$ cat src/rtl/vga_pkg.sv
// Shared VGA timing constants, colours and a rectangle hit-test helper
// for the battery gauge display.
package vga_pkg;

    localparam int H_ACTIVE = 640;
    localparam int H_FP     = 16;
    localparam int H_SYNC   = 96;
    localparam int H_TOTAL  = 800;
    localparam int V_ACTIVE = 480;
    localparam int V_FP     = 10;
    localparam int V_SYNC   = 2;
    localparam int V_TOTAL  = 525;

    localparam int CNT_W = 10;

    localparam logic [11:0] C_WHITE  = 12'hFFF;
    localparam logic [11:0] C_RED    = 12'hF00;
    localparam logic [11:0] C_YELLOW = 12'hFF0;
    localparam logic [11:0] C_GREEN  = 12'h0F0;
    localparam logic [11:0] C_DARK   = 12'h222;
    localparam logic [11:0] C_BLACK  = 12'h000;

    function automatic logic in_rect(
        input logic [31:0] x,
        input logic [31:0] y,
        input int          x0,
        input int          y0,
        input int          w,
        input int          h
    );
        return (x >= 32'(x0)) && (x < 32'(x0 + w)) &&
               (y >= 32'(y0)) && (y < 32'(y0 + h));
    endfunction

endpackage

$ cat src/rtl/vga_timing_gen.sv
// Pixel-rate divider, horizontal/vertical counters and the combinational
// sync / active-area decode derived from them.
module vga_timing_gen
    import vga_pkg::*;
#(
    parameter int CLK_DIV  = 4,
    parameter int H_ACT    = H_ACTIVE,
    parameter int H_FRONT  = H_FP,
    parameter int H_SW     = H_SYNC,
    parameter int H_TOT    = H_TOTAL,
    parameter int V_ACT    = V_ACTIVE,
    parameter int V_FRONT  = V_FP,
    parameter int V_SW     = V_SYNC,
    parameter int V_TOT    = V_TOTAL
) (
    input  logic             clk1,
    input  logic             rst,
    output logic             pix_en,
    output logic [CNT_W-1:0] h_cnt,
    output logic [CNT_W-1:0] v_cnt,
    output logic             hsync_raw,
    output logic             vsync_raw,
    output logic             active
);

    logic [3:0]       div_q, div_d;
    logic [CNT_W-1:0] h_q, h_d;
    logic [CNT_W-1:0] v_q, v_d;

    always_comb begin
        pix_en = (div_q == 4'(CLK_DIV - 1));
        div_d  = pix_en ? 4'd0 : div_q + 4'd1;
        h_d    = h_q;
        v_d    = v_q;
        if (pix_en) begin
            if (h_q == CNT_W'(H_TOT - 1)) begin
                h_d = '0;
                if (v_q == CNT_W'(V_TOT - 1)) begin
                    v_d = '0;
                end else begin
                    v_d = v_q + CNT_W'(1);
                end
            end else begin
                h_d = h_q + CNT_W'(1);
            end
        end
    end

    always_ff @(posedge clk1) begin
        if (rst) begin
            div_q <= '0;
            h_q   <= '0;
            v_q   <= '0;
        end else begin
            div_q <= div_d;
            h_q   <= h_d;
            v_q   <= v_d;
        end
    end

    always_comb begin
        h_cnt     = h_q;
        v_cnt     = v_q;
        hsync_raw = !((h_q >= CNT_W'(H_ACT + H_FRONT)) &&
                      (h_q <  CNT_W'(H_ACT + H_FRONT + H_SW)));
        vsync_raw = !((v_q >= CNT_W'(V_ACT + V_FRONT)) &&
                      (v_q <  CNT_W'(V_ACT + V_FRONT + V_SW)));
        active    = (h_q < CNT_W'(H_ACT)) && (v_q < CNT_W'(V_ACT));
    end

endmodule

$ cat src/rtl/vga_battery_display.sv
// Battery gauge renderer: latches bat_ctl once per frame at the start of
// vertical blanking and draws a blinking, colour-coded fill bar.
module vga_battery_display
    import vga_pkg::*;
#(
    parameter int CLK_DIV    = 4,
    parameter int BOX_X      = 184,
    parameter int BOX_Y      = 220,
    parameter int LOW_THRESH = 8,
    parameter int MID_THRESH = 16,
    parameter int BLINK_LOG2 = 4,
    parameter int H_ACT      = H_ACTIVE,
    parameter int H_FRONT    = H_FP,
    parameter int H_SW       = H_SYNC,
    parameter int H_TOT      = H_TOTAL,
    parameter int V_ACT      = V_ACTIVE,
    parameter int V_FRONT    = V_FP,
    parameter int V_SW       = V_SYNC,
    parameter int V_TOT      = V_TOTAL
) (
    input  logic       clk1,
    input  logic       rst,
    input  logic [4:0] bat_ctl,
    output logic       hsync,
    output logic       vsync,
    output logic [3:0] vga_r,
    output logic [3:0] vga_g,
    output logic [3:0] vga_b,
    output logic       frame_start
);

    localparam int FW = BLINK_LOG2 + 1;

    logic             pix_en, hsync_raw, vsync_raw, active;
    logic [CNT_W-1:0] h_cnt, v_cnt;

    vga_timing_gen #(
        .CLK_DIV (CLK_DIV),
        .H_ACT   (H_ACT),
        .H_FRONT (H_FRONT),
        .H_SW    (H_SW),
        .H_TOT   (H_TOT),
        .V_ACT   (V_ACT),
        .V_FRONT (V_FRONT),
        .V_SW    (V_SW),
        .V_TOT   (V_TOT)
    ) u_timing (
        .clk1      (clk1),
        .rst       (rst),
        .pix_en    (pix_en),
        .h_cnt     (h_cnt),
        .v_cnt     (v_cnt),
        .hsync_raw (hsync_raw),
        .vsync_raw (vsync_raw),
        .active    (active)
    );

    logic [4:0]    level_q, level_d;
    logic [FW-1:0] frame_cnt_q, frame_cnt_d;
    logic          frame_start_q, frame_start_d;
    logic          hsync_q, hsync_d;
    logic          vsync_q, vsync_d;
    logic [11:0]   rgb_q, rgb_d;

    logic          latch, blink_on, is_low, is_mid;
    logic          outline, nub, interior;
    logic [7:0]    fill_w;
    logic [31:0]   x, y, xr;
    logic [11:0]   edge_col, fill_col, colour;

    always_comb begin
        latch         = pix_en && (h_cnt == '0) && (v_cnt == CNT_W'(V_ACT));
        level_d       = latch ? bat_ctl : level_q;
        frame_cnt_d   = latch ? frame_cnt_q + FW'(1) : frame_cnt_q;
        frame_start_d = latch;
        hsync_d       = hsync_raw;
        vsync_d       = vsync_raw;

        x        = 32'(h_cnt);
        y        = 32'(v_cnt);
        xr       = x - 32'(BOX_X + 4);
        fill_w   = {level_q, 3'b000};
        blink_on = frame_cnt_q[BLINK_LOG2];
        is_low   = 32'(level_q) < LOW_THRESH;
        is_mid   = !is_low && (32'(level_q) < MID_THRESH);

        outline  = in_rect(x, y, BOX_X, BOX_Y, 264, 40) &&
                   !in_rect(x, y, BOX_X + 2, BOX_Y + 2, 260, 36);
        nub      = in_rect(x, y, BOX_X + 264, BOX_Y + 12, 4, 16);
        interior = in_rect(x, y, BOX_X + 4, BOX_Y + 4, 256, 32);

        // An empty battery flashes its whole outline red
        edge_col = ((level_q == '0) && !blink_on) ? C_RED : C_WHITE;

        unique case (1'b1)
            is_low:  fill_col = blink_on ? C_RED : C_DARK;
            is_mid:  fill_col = C_YELLOW;
            default: fill_col = C_GREEN;
        endcase

        colour = C_BLACK;
        if (outline || nub) begin
            colour = edge_col;
        end else if (interior) begin
            colour = (xr < 32'(fill_w)) ? fill_col : C_DARK;
        end
        rgb_d = active ? colour : C_BLACK;
    end

    always_ff @(posedge clk1) begin
        if (rst) begin
            level_q       <= '0;
            frame_cnt_q   <= '0;
            frame_start_q <= 1'b0;
            hsync_q       <= 1'b1;
            vsync_q       <= 1'b1;
            rgb_q         <= '0;
        end else begin
            level_q       <= level_d;
            frame_cnt_q   <= frame_cnt_d;
            frame_start_q <= frame_start_d;
            hsync_q       <= hsync_d;
            vsync_q       <= vsync_d;
            rgb_q         <= rgb_d;
        end
    end

    assign hsync       = hsync_q;
    assign vsync       = vsync_q;
    assign vga_r       = rgb_q[11:8];
    assign vga_g       = rgb_q[7:4];
    assign vga_b       = rgb_q[3:0];
    assign frame_start = frame_start_q;

endmodule

$ cat config.mk
export PLATFORM = sky130hd
export DESIGN_NAME = vga_battery_display
export DESIGN_NICKNAME = d
export VERILOG_FILES = /design/src/rtl/vga_pkg.sv /design/src/rtl/vga_timing_gen.sv /design/src/rtl/vga_battery_display.sv
export SDC_FILE = /design/constraint.sdc
export NUM_CORES = 1
export LEC_CHECK = 0
export ABC_CLOCK_PERIOD_IN_PS = 6900
export BUFFER_PORTS_ARGS = -buffer_cell sky130_fd_sc_hd__buf_2
export CORE_ASPECT_RATIO = 0.5
export CORE_MARGIN = 1.5
export CORE_UTILIZATION = 30
export DETAILED_ROUTE_END_ITERATION = 8
export GPL_ROUTABILITY_DRIVEN = 0
export PLACE_DENSITY = 0.58
export SLEW_MARGIN = 10
export SYNTH_ARGS = -nofsm -noshare
export SYNTH_HDL_FRONTEND = slang
export SYNTH_SLANG_ARGS = --single-unit
$ cat constraint.sdc
create_clock -name clk1 -period 6.9 [get_ports clk1]
set_input_delay 1.38 -clock clk1 [delete_from_list [all_inputs] [get_ports clk1]]
set_output_delay 1.38 -clock clk1 [all_outputs]
set_load 0.005 [all_outputs]
Yosys cells after proc, flatten, opt, wreduce, memory -nomap -nowiden
Cells that the tools add are included.
{ "op_classes": {"addsub": 5, "mul": 0, "div": 0, "n_lt_le_gt_ge": 25, "n_eq_ne": 4, "shifts": 0, "muxes": 8, "bitwise": 1, "n_reduce_logical": 31} }
{ "ops": {"columns": ["operator", "n"], "rows": [
  ["$lt 10x9->1 const B", 9],
  ["$ge 10x8->1 const B", 7],
  ["$mux 12", 4],
  ["$lt 32x8->1", 1],
  ["$pmux 12 s2", 1],
  ["$add 10x1->10 const B", 2],
  ["$eq 10x10->1 const B", 2],
  ["$ge 10x9->1 const B", 2],
  ["$logic_and 1x1->1", 20],
  ["$lt 10x10->1 const B", 2],
  ["$mux 10", 2],
  ["$sub 10x8->11 const B", 1],
  ["$eq 10x9->1 const B", 1],
  ["$ge 10x10->1 const B", 1],
  ["$logic_not 10->1", 1],
  ["$lt 10x8->1 const B", 1],
  ["$mux 8", 1],
  ["$add 5x1->5 const B", 1],
  ["$logic_not 1->1", 5],
  ["$logic_not 5->1", 1],
  ["$lt 5x4->1 const B", 1],
  ["$lt 5x5->1 const B", 1],
  ["$add 4x1->4 const B", 1],
  ["$eq 4x2->1 const B", 1],
  ["other kinds (4)", 5]
]} }
{ "totals": {"register_bits": 49, "latchBits": 0, "mem_bits_rw": 0, "romBits": 0, "in_bits": 7, "output_inout_bits": 15, "elab_cells": 83, "memories": 0} }

Depth between registers and ports, before layout
Gate-level depths: netlist of run 1.
{ "logic_depth": {"ltp_word": 8, "depth_mapped": 9, "mapped_depth_nobuf": 9} }

Cells and area by module
A second synthesis of run 1 with hierarchy kept.
{ "hier_totals": {"cells_unflattened": 294, "area_unflattened_um2": 2543.7} }
{ "by_module_without_submodules": {"columns": ["module", "instances", "cells_each", "area_per_inst_um2", "seq_area_each_um2"], "rows": [
  ["vga_battery_display", 1, 151, 1325.0, 380.4],
  ["vga_timing_gen", 1, 143, 1218.7, 480.5]
]} }

Least setup slack after synthesis of run 1
Ideal clock, no wire load.
{ "synth_timing": {"path_kind": "input -> register", "startpoint": "in rst", "endpoint": "reg rgb_q[5]", "setup_time_ns": 0.059, "t_arrival_ns": 2.356, "required_time_ns": 6.841, "slack_ns": 4.485, "path_stages": 3, "n_path_buf": 0, "path_cell_list": "or4_1 a311o_1 nand2_1"} }
{ "synth_between": {"elab_chain_len": 1} }
{ "synth_rtl": {"columns": ["element", "line", "source"], "rows": [
  ["start: declaration", "vga_battery_display.sv:22", "input logic rst,"],
  ["$reduce_or 2->1 (no line)", null, null],
  ["end signal: assignment", "vga_battery_display.sv:124", "rgb_q <= rgb_d;"],
  ["end: declaration", "vga_battery_display.sv:63", "logic [11:0] rgb_q, rgb_d;"]
]} }
No other way between the ends.
A chain may end at the register's enable or synchronous reset.

Worst setup path in the final report of run 1
{ "layout_timing": {"startpoint": "reg u_timing.h_q[3] (netlist: u_timing.h_cnt[3])", "endpoint": "reg rgb_q[10]"} }
{ "layout_between": {"elab_chain_len": 8, "word_cells_on_any_way": 32, "cone_classes": "1 x add/sub; 10 x order compare; 3 x mux; 1 x bitwise; 17 x reduce/logical"} }
{ "layout_rtl": {"columns": ["element", "line", "source"], "rows": [
  ["start: declaration", "vga_timing_gen.sv:27", "logic [CNT_W-1:0] h_q, h_d;"],
  ["start signal: assignment", "vga_timing_gen.sv:52", "h_q <= '0;"],
  ["start signal: assignment", "vga_timing_gen.sv:56", "h_q <= h_d;"],
  ["parallel branches: the longest is 8 deep, another holds $lt 32x8->1", null, null]
]} }
Several ways; the timed one is not identified.

==> impl_metrics.py, run 1 <==
metrics = {
    "cts": {
        "cts_hold_buf": 0,
        "postCtsSetupBuffers": 0,
        "cts.path.max_buffers": 2,
        "ctsHtreeMaxLevel": 2,
        "cts_tree": "done",
        "cts_buffers": 5,
        "cts_resized": 0,
        "clock_latency_ps": 290,
        "clock-sinks": 43,
        "path_clk_slew_ps": 60,
        "cts_root_buf": "clkbuf_16",
    },
    "global_routing": {
        "antenna_found_initial": 0,
        "grt_max_degree": 26,
        "grt-busiest-layer": "met2",
        "grt_first_pass_wirelength_um": 8230,
        "use_met3_pct": 3.29,
        "grtUsageTotal_pct": 12.3,
        "use_met2_pct": 20.1,
        "grt_pass1_vias": 1754,
        "grt_util_met1_pct": 15.4,
        "grt_overflow": 0,
    },
    "timing": {
        "skew_ps": 5.32,
        "tightest_slew_ps": 819,
        "finalHoldViolCount": 0,
        "rsz0062_at_grt": "false",
        "period_needed_ps": 2570,
        "timing.final.crit_share_pct": 37.2,
        "tns_ps": 0,
        "fmax_ghz": 0.389,
        "slew_viol_final": 0,
        "slew_headroom_pct": 45.0,
        "setup_viol": 0,
    },
    "synth": {
        "yosysSeqAreaShare_pct": 35.4,
        "synth_edf_count": 0,
        "netlist_instances": 279,
        "ys.flop_type": "dfxtp_1",
        "syn_area_mm2": 0.00243,
        "synth_seq_cells": 43,
        "ys_warn_count": 0,
        "async_flop_share_pct": 0,
        "avgSynthCellArea_um2": 8.71,
        "synth_area_leader_cell": "dfxtp_1",
        "synth_top_area_share_pct": 35.4,
        "synth_nets": 300,
        "ys_types": 59,
        "synth.area.top_cells": "dfxtp_1 35%, ha_1 7.2%, nor2_1 6.9%, xnor2_1 4.7%, xor2_1 4.7%",
    },
    "setup_path": {
        "critPathRequiredTime_ps": 7070,
        "path_class": "flip-flop to flip-flop",
        "cp_top_family": "compound AO/OA/AOI/OAI gates",
        "worstSetupStartpointType": "flip-flop",
        "cp_slowest_cell": "dfxtp_1",
        "path_cells": "ha_1 -> and3_1 -> xnor2_1 -> ha_1 -> o21ai_0 -> a21oi_1 -> nor3_1 -> inv_1 -> o41ai_1",
        "endpoint_kind": "flip-flop",
        "path_buf_inv": 1,
        "path_common_cell": "ha_1",
        "arrival_ps": 2740,
        "slowest_delay_ps": 450,
        "crit_fanout": 8,
    },
    "drt": {
        "vias_per_cell": 4.86,
        "vias": 1925,
        "ant_nets": 0,
        "drc_errors": 0,
        "routed_wl_um": 4920,
        "drt_iter0_markers": 76,
        "wl_per_cell_um": 12.4,
        "first_pass_iters": 4,
    },
    "hold_path": {
        "hold_class": "flip-flop to flip-flop",
    },
    "finish": {
        "n_antenna_cell": 0,
        "layout_common_cells": "45 x nor2_1, 43 x dfxtp_1, 21 x buf_2, 14 x inv_1, 14 x ha_1",
        "drive_gt1_share_pct": 14.9,
        "final_common_cell": "nor2_1",
        "final_nets": 308,
        "syn_to_final_growth_pct": 12.0,
    },
    "floorplanning": {
        "io_pins": 22,
        "rows": 22,
        "core-area_mm2": 0.00760,
        "die_h_um": 66.7,
        "initial_core_util_pct": 32.0,
        "die_w_um": 130,
        "die-area_mm2": 0.00869,
    },
    "power_and_ir_drop": {
        "power_density_mw_per_mm2": 198,
        "total_power_mw": 0.540,
        "p_leak_nw": 1.02,
        "irDropWorstVdd_uv": 70.8,
    },
    "run": {
        "drv_cap": 0,
    },
    "placement": {
        "place_hpwl_um": 3570,
        "portBuffers": 21,
    },
    "run_status": {
        "status": "finished, final reports clean",
    },
}
## cells in the mapped netlist (all sizes together), types with 4 or more instances
cell type / instances
o21ai: 6
a21oi: 11
ha: 14
xor2: 13
nand4: 8
dfxtp: 43
nor3b: 4
inv: 14
nand2: 11
buf: 14
nor3: 7
nor2: 45
clkbuf: 6
or3: 5
nand3: 13
nor4: 5
xnor2: 13
## routing by layer
layer  up-vias  share of wire (%)
li1        991                  -
met4         0                1.6
met2        32                 45
met5         -                  0
met3         7                4.2
met1       895                 50
## flip-flops by register name, summed over array words and instances (netlist names)
| register | cells |
|---|---|
| u_timing.v_cnt | 10 |
| hsync | 1 |
| frame_start | 1 |
| u_timing.h_cnt | 10 |
| vsync | 1 |
| level_q | 5 |
| rgb_q | 6 |
| u_timing.div_q | 4 |
| frame_cnt_q | 5 |
## final timing paths
path | from | to | slack, ps | cells past startpoint
max | u_timing.h_cnt[3]$_SDFFE_PP0P_ | rgb_q[10]$_SDFF_PP0_ | 4330 | 9
min | u_timing.div_q[0]$_SDFF_PP0_ | u_timing.div_q[0]$_SDFF_PP0_ | 470 | 1
max reg2reg | u_timing.h_cnt[3]$_SDFFE_PP0P_ | rgb_q[10]$_SDFF_PP0_ | 4330 | 9
min reg2reg | u_timing.div_q[0]$_SDFF_PP0_ | u_timing.div_q[0]$_SDFF_PP0_ | 470 | 1
## final cells by class
type | instances | area, µm²
clock buffers | 6 | 139
clock inverters | 2 | 35.0
fillers | 787 | 4870
repair buffers | 21 | 105
multi-input cells | 202 | 1400
well taps | 108 | 135
flip-flops and latches | 43 | 861
inverters | 14 | 52.6
## cells by family after synthesis
family | count (synthesis) | synth area share, %
adder cells (fa/ha/maj) | 14 | 7.21
flip-flops | 43 | 35.4
buffers and inverters | 34 | 7.21
XOR/XNOR | 26 | 9.37
AND/OR/NAND/NOR | 119 | 27.0
AO/OA/AOI/OAI | 40 | 12.6
multiplexers | 3 | 1.29
## through the flow
stage / area (µm²) / cells / hold slack, ps / worst slack, ps / utilization [%]
2_1_floorplan: 2430 / 279 / 433 / 4490 / -
4_1_cts: 2720 / 396 / 470 / 4300 / 35.8
3_3_place_gp: 2550 / 388 / 446 / 4160 / 33.5
3_5_place_dp: 2550 / 388 / 461 / 4110 / 33.5
6_report: 2720 / 396 / 468 / 4330 / 35.8
5_1_grt: 2720 / 396 / 502 / 4080 / 35.8
## worst reg2reg max path: cells and delay by family (launching register included)
family | cells | cell delay [ps]
buffers and inverters | 1 | 110
AO/OA/AOI/OAI | 3 | 600
XOR/XNOR | 1 | 140
flip-flops | 1 | 450
adder cells (fa/ha/maj) | 2 | 560
AND/OR/NAND/NOR | 2 | 590
## report_power, final
part           switching, mW  internal, mW  total [mW]  leakage [nW]
sequential           0.00168         0.250       0.252         0.347
clock                 0.0949         0.180       0.275        0.0868
combinational        0.00792       0.00507      0.0130         0.583
(Power assumes the default switching activity.)
==> inputs of run 2 (changes only) <==
--- a/config.mk
+++ b/config.mk
@@ -5,14 +5,14 @@
 export SDC_FILE = /design/constraint.sdc
 export NUM_CORES = 1
 export LEC_CHECK = 0
-export ABC_CLOCK_PERIOD_IN_PS = 6900
+export ABC_CLOCK_PERIOD_IN_PS = 2080
 export BUFFER_PORTS_ARGS = -buffer_cell sky130_fd_sc_hd__buf_2
 export CORE_ASPECT_RATIO = 0.5
 export CORE_MARGIN = 1.5
 export CORE_UTILIZATION = 30
 export DETAILED_ROUTE_END_ITERATION = 8
 export GPL_ROUTABILITY_DRIVEN = 0
-export PLACE_DENSITY = 0.58
+export PLACE_DENSITY = 0.6
 export SLEW_MARGIN = 10
 export SYNTH_ARGS = -nofsm -noshare
 export SYNTH_HDL_FRONTEND = slang
==> constraint.sdc (replaced) <==
create_clock -name clk1 -period 2.08 [get_ports clk1]
set_input_delay 0.416 -clock clk1 [delete_from_list [all_inputs] [get_ports clk1]]
set_output_delay 0.416 -clock clk1 [all_outputs]
set_load 0.005 [all_outputs]
==> run 2 against run 1 <==
Net effect:
- utilization is 4.1 points higher
- register-to-register slack worse by 4300 ps
- setup slack worse by 4300 ps
- flip-flop and latch count stayed put
- critical path depth is 1 higher
- global-route usage is 1.2 points higher
- count of clock-buffer cells in the layout stayed put
- combinational power grew to 3.9 times the previous value
- total power grew to 3.5 times the previous value
- worst hold slack worse by 100 ps
- cell count is 6.3% higher
- largest power group unchanged
==> impl_metrics.py, run 2 (same netlist as run 1, synthesis figures left out) <==
metrics = {
    "finish": {
        "drive_gt1_share_pct": 28.1,
        "fillerInstances": 746,
        "final_util_pct": 40.0,
        "final_common_cell": "nor2_1",
        "layout_common_cells": "45 x nor2_1, 34 x dfxtp_1, 22 x buf_4, 21 x buf_2",
        "final-seq-area_um2": 872,
        "n_antenna_cell": 0,
        "fin_cells": 421,
        "syn_to_final_growth_pct": 24.9,
        "final_nets": 333,
        "multi_input_area_mm2": 0.00147,
    },
    "hold_path": {
        "hp-start": "bat_ctl[1]",
        "hold_class": "input pin to flip-flop",
        "whs_path_depth": 3,
        "min_to": "level_q[1]$_SDFFE_PP0P_",
    },
    "timing": {
        "tightest_slew_ps": 422,
        "setup_viol": 0,
        "slew_headroom_pct": 71.8,
        "finalHoldViolCount": 0,
        "skew_ps": 4.90,
        "rsz0062_at_grt": "true",
        "fmax_ghz": 0.486,
        "slew_viol_final": 0,
        "timing.final.crit_share_pct": 98.9,
        "period_needed_ps": 2060,
    },
    "drt": {
        "wl_per_cell_um": 13.0,
        "ant_nets": 0,
        "drt_iter0_markers": 111,
        "routed_wl_um": 5480,
        "drc_errors": 0,
        "vias": 2069,
        "vias_per_cell": 4.91,
        "first_pass_iters": 4,
    },
    "power_and_ir_drop": {
        "power_density_mw_per_mm2": 617,
        "seqPwrFrac_pct": 44.6,
        "swShare_pct": 17.9,
        "p_leak_nw": 1.17,
        "intPower_mw": 1.54,
        "p_sw_mw": 0.335,
        "irDropWorstVdd_uv": 262,
        "clkPwrFrac_pct": 52.7,
        "pwr-share-comb_pct": 2.7,
    },
    "global_routing": {
        "grt_overflow": 0,
        "grt_max_degree": 25,
        "grt_pass1_vias": 2026,
        "antenna_found_initial": 0,
        "grt_util_met1_pct": 16.5,
        "grt_first_pass_wirelength_um": 9180,
        "use_met3_pct": 3.53,
        "grt-busiest-layer": "met2",
        "use_met2_pct": 23.6,
        "grtUsageTotal_pct": 13.5,
    },
    "cts": {
        "cts_buffers": 5,
        "cts_tree": "done",
        "cts_hold_buf": 0,
        "ctsHtreeMaxLevel": 2,
        "clock_latency_ps": 280,
        "cts.path.max_buffers": 2,
        "cts_root_buf": "clkbuf_16",
        "path_clk_slew_ps": 60,
        "clock-sinks": 43,
    },
    "setup_path": {
        "endpoint_kind": "flip-flop",
        "arrival_ps": 2280,
        "ff2ff_path_depth": 10,
        "slowest_delay_ps": 350,
        "path_cells": "buf_6 -> a41o_1 -> xor2_1 -> ha_1 -> o21ai_2 -> a21oi_2 -> nor3_2 -> buf_4 -> a311o_1 -> nand2_1",
        "worstSetupStartpointType": "flip-flop",
        "cp_slowest_cell": "a311o_1",
        "path_class": "flip-flop to flip-flop",
        "critPathRequiredTime_ps": 2310,
        "r2r-start": "u_timing.h_cnt[2]$_SDFFE_PP0P_",
        "path_buf_inv": 2,
        "r2r_setup_slack_ps": 20,
        "r2r-end": "rgb_q[5]$_SDFF_PP0_",
        "cp_top_family": "compound AO/OA/AOI/OAI gates",
        "crit_fanout": 5,
        "crit_cells": 10,
    },
    "floorplanning": {
        "initial_core_util_pct": 32.0,
        "die-area_mm2": 0.00869,
        "io_pins": 22,
        "core-area_mm2": 0.00760,
        "die_h_um": 66.7,
        "die_w_um": 130,
        "rows": 22,
    },
    "placement": {
        "dp.cells": 410,
        "portBuffers": 21,
        "place_hpwl_um": 4060,
    },
    "run": {
        "drv_cap": 0,
    },
    "run_status": {
        "status": "finished, final reports clean",
    },
}
==> run 2: cell count changes in the layout (fill, tap and decap cells not counted), moves of 2 or more <==
cell and delta:
buf_4 +22, dfxtp_2 +9, nor3_1 -2, dfxtp_1 -9
buf_6 +2
==> run 2: repair_timing <==
| item | 4_1_cts | 5_1_grt |
|---|---|---|
| resized for setup | 2 | 22 |
| pin swaps | 1 | 12 |
| buffers inserted | 1 | 2 |
| endpoints found under the setup margin | 2 | 9 |
==> run 2: layout make-up <==
| cell class | instances | share of cell area (%) |
|---|---|---|
| clock buffers | 6 | 4.24 |
| well taps | 108 | 4.45 |
| repair buffers | 46 | 10.3 |
| clock inverters | 2 | 1.98 |
| inverters | 14 | 1.85 |
| multi-input cells | 202 | 48.5 |
| flip-flops and latches | 43 | 28.7 |
==> run 2: worst register-to-register path, delay by kind of cell, from the launching register on <==
| family | cells | cell delay [ps] |
|---|---|---|
| compound gates | 4 | 790 |
| buf+inv | 2 | 280 |
| xor+xnor | 1 | 150 |
| fa+ha+maj | 1 | 310 |
| simple gates | 2 | 140 |
| flops | 1 | 340 |
==> run 2: per-stage QoR <==
step	setup slack (ps)	hold WS (ps)	area, µm²	TNS (ps)	total power, mW
after floorplan	28.4	433	2440	0	0.883
after global placement	25.3	444	2740	0	0.902
after detailed placement	-66.7	471	2740	-70.6	0.905
after CTS	7.40	366	2940	0	1.90
after global routing	-39.1	376	3040	-44.3	1.95
final	22.9	366	3040	0	1.87
==> run 2: worst max-delay path by stage <==
stage,start,endpoint
3_3_place_gp,u_timing.h_cnt[2]$_SDFFE_PP0P_,rgb_q[10]$_SDFF_PP0_
3_5_place_dp,u_timing.h_cnt[2]$_SDFFE_PP0P_,rgb_q[10]$_SDFF_PP0_
6_report,u_timing.h_cnt[2]$_SDFFE_PP0P_,rgb_q[5]$_SDFF_PP0_
4_1_cts,u_timing.h_cnt[3]$_SDFFE_PP0P_,rgb_q[5]$_SDFF_PP0_
2_1_floorplan,u_timing.h_cnt[2]$_SDFFE_PP0P_,rgb_q[10]$_SDFF_PP0_
5_1_grt,u_timing.h_cnt[2]$_SDFFE_PP0P_,rgb_q[5]$_SDFF_PP0_
==> run 2: power groups by stage <==
| stage | logic (mW) | clock network (mW) | registers [mW] |
|---|---|---|---|
| floorplan | 0.0307 | 0 | 0.853 |
| global placement | 0.0482 | 0 | 0.853 |
| detailed placement | 0.0505 | 0 | 0.854 |
| CTS | 0.0507 | 1.01 | 0.836 |
| global route | 0.0572 | 1.05 | 0.836 |
| finish | 0.0513 | 0.988 | 0.836 |
==> run 2: metal layers <==
layer	part of all wire (%)	vias to the layer above
li1	-	1038
met1	47	988
met2	48	37
met3	4.0	6
met4	1.0	0
met5	0	-
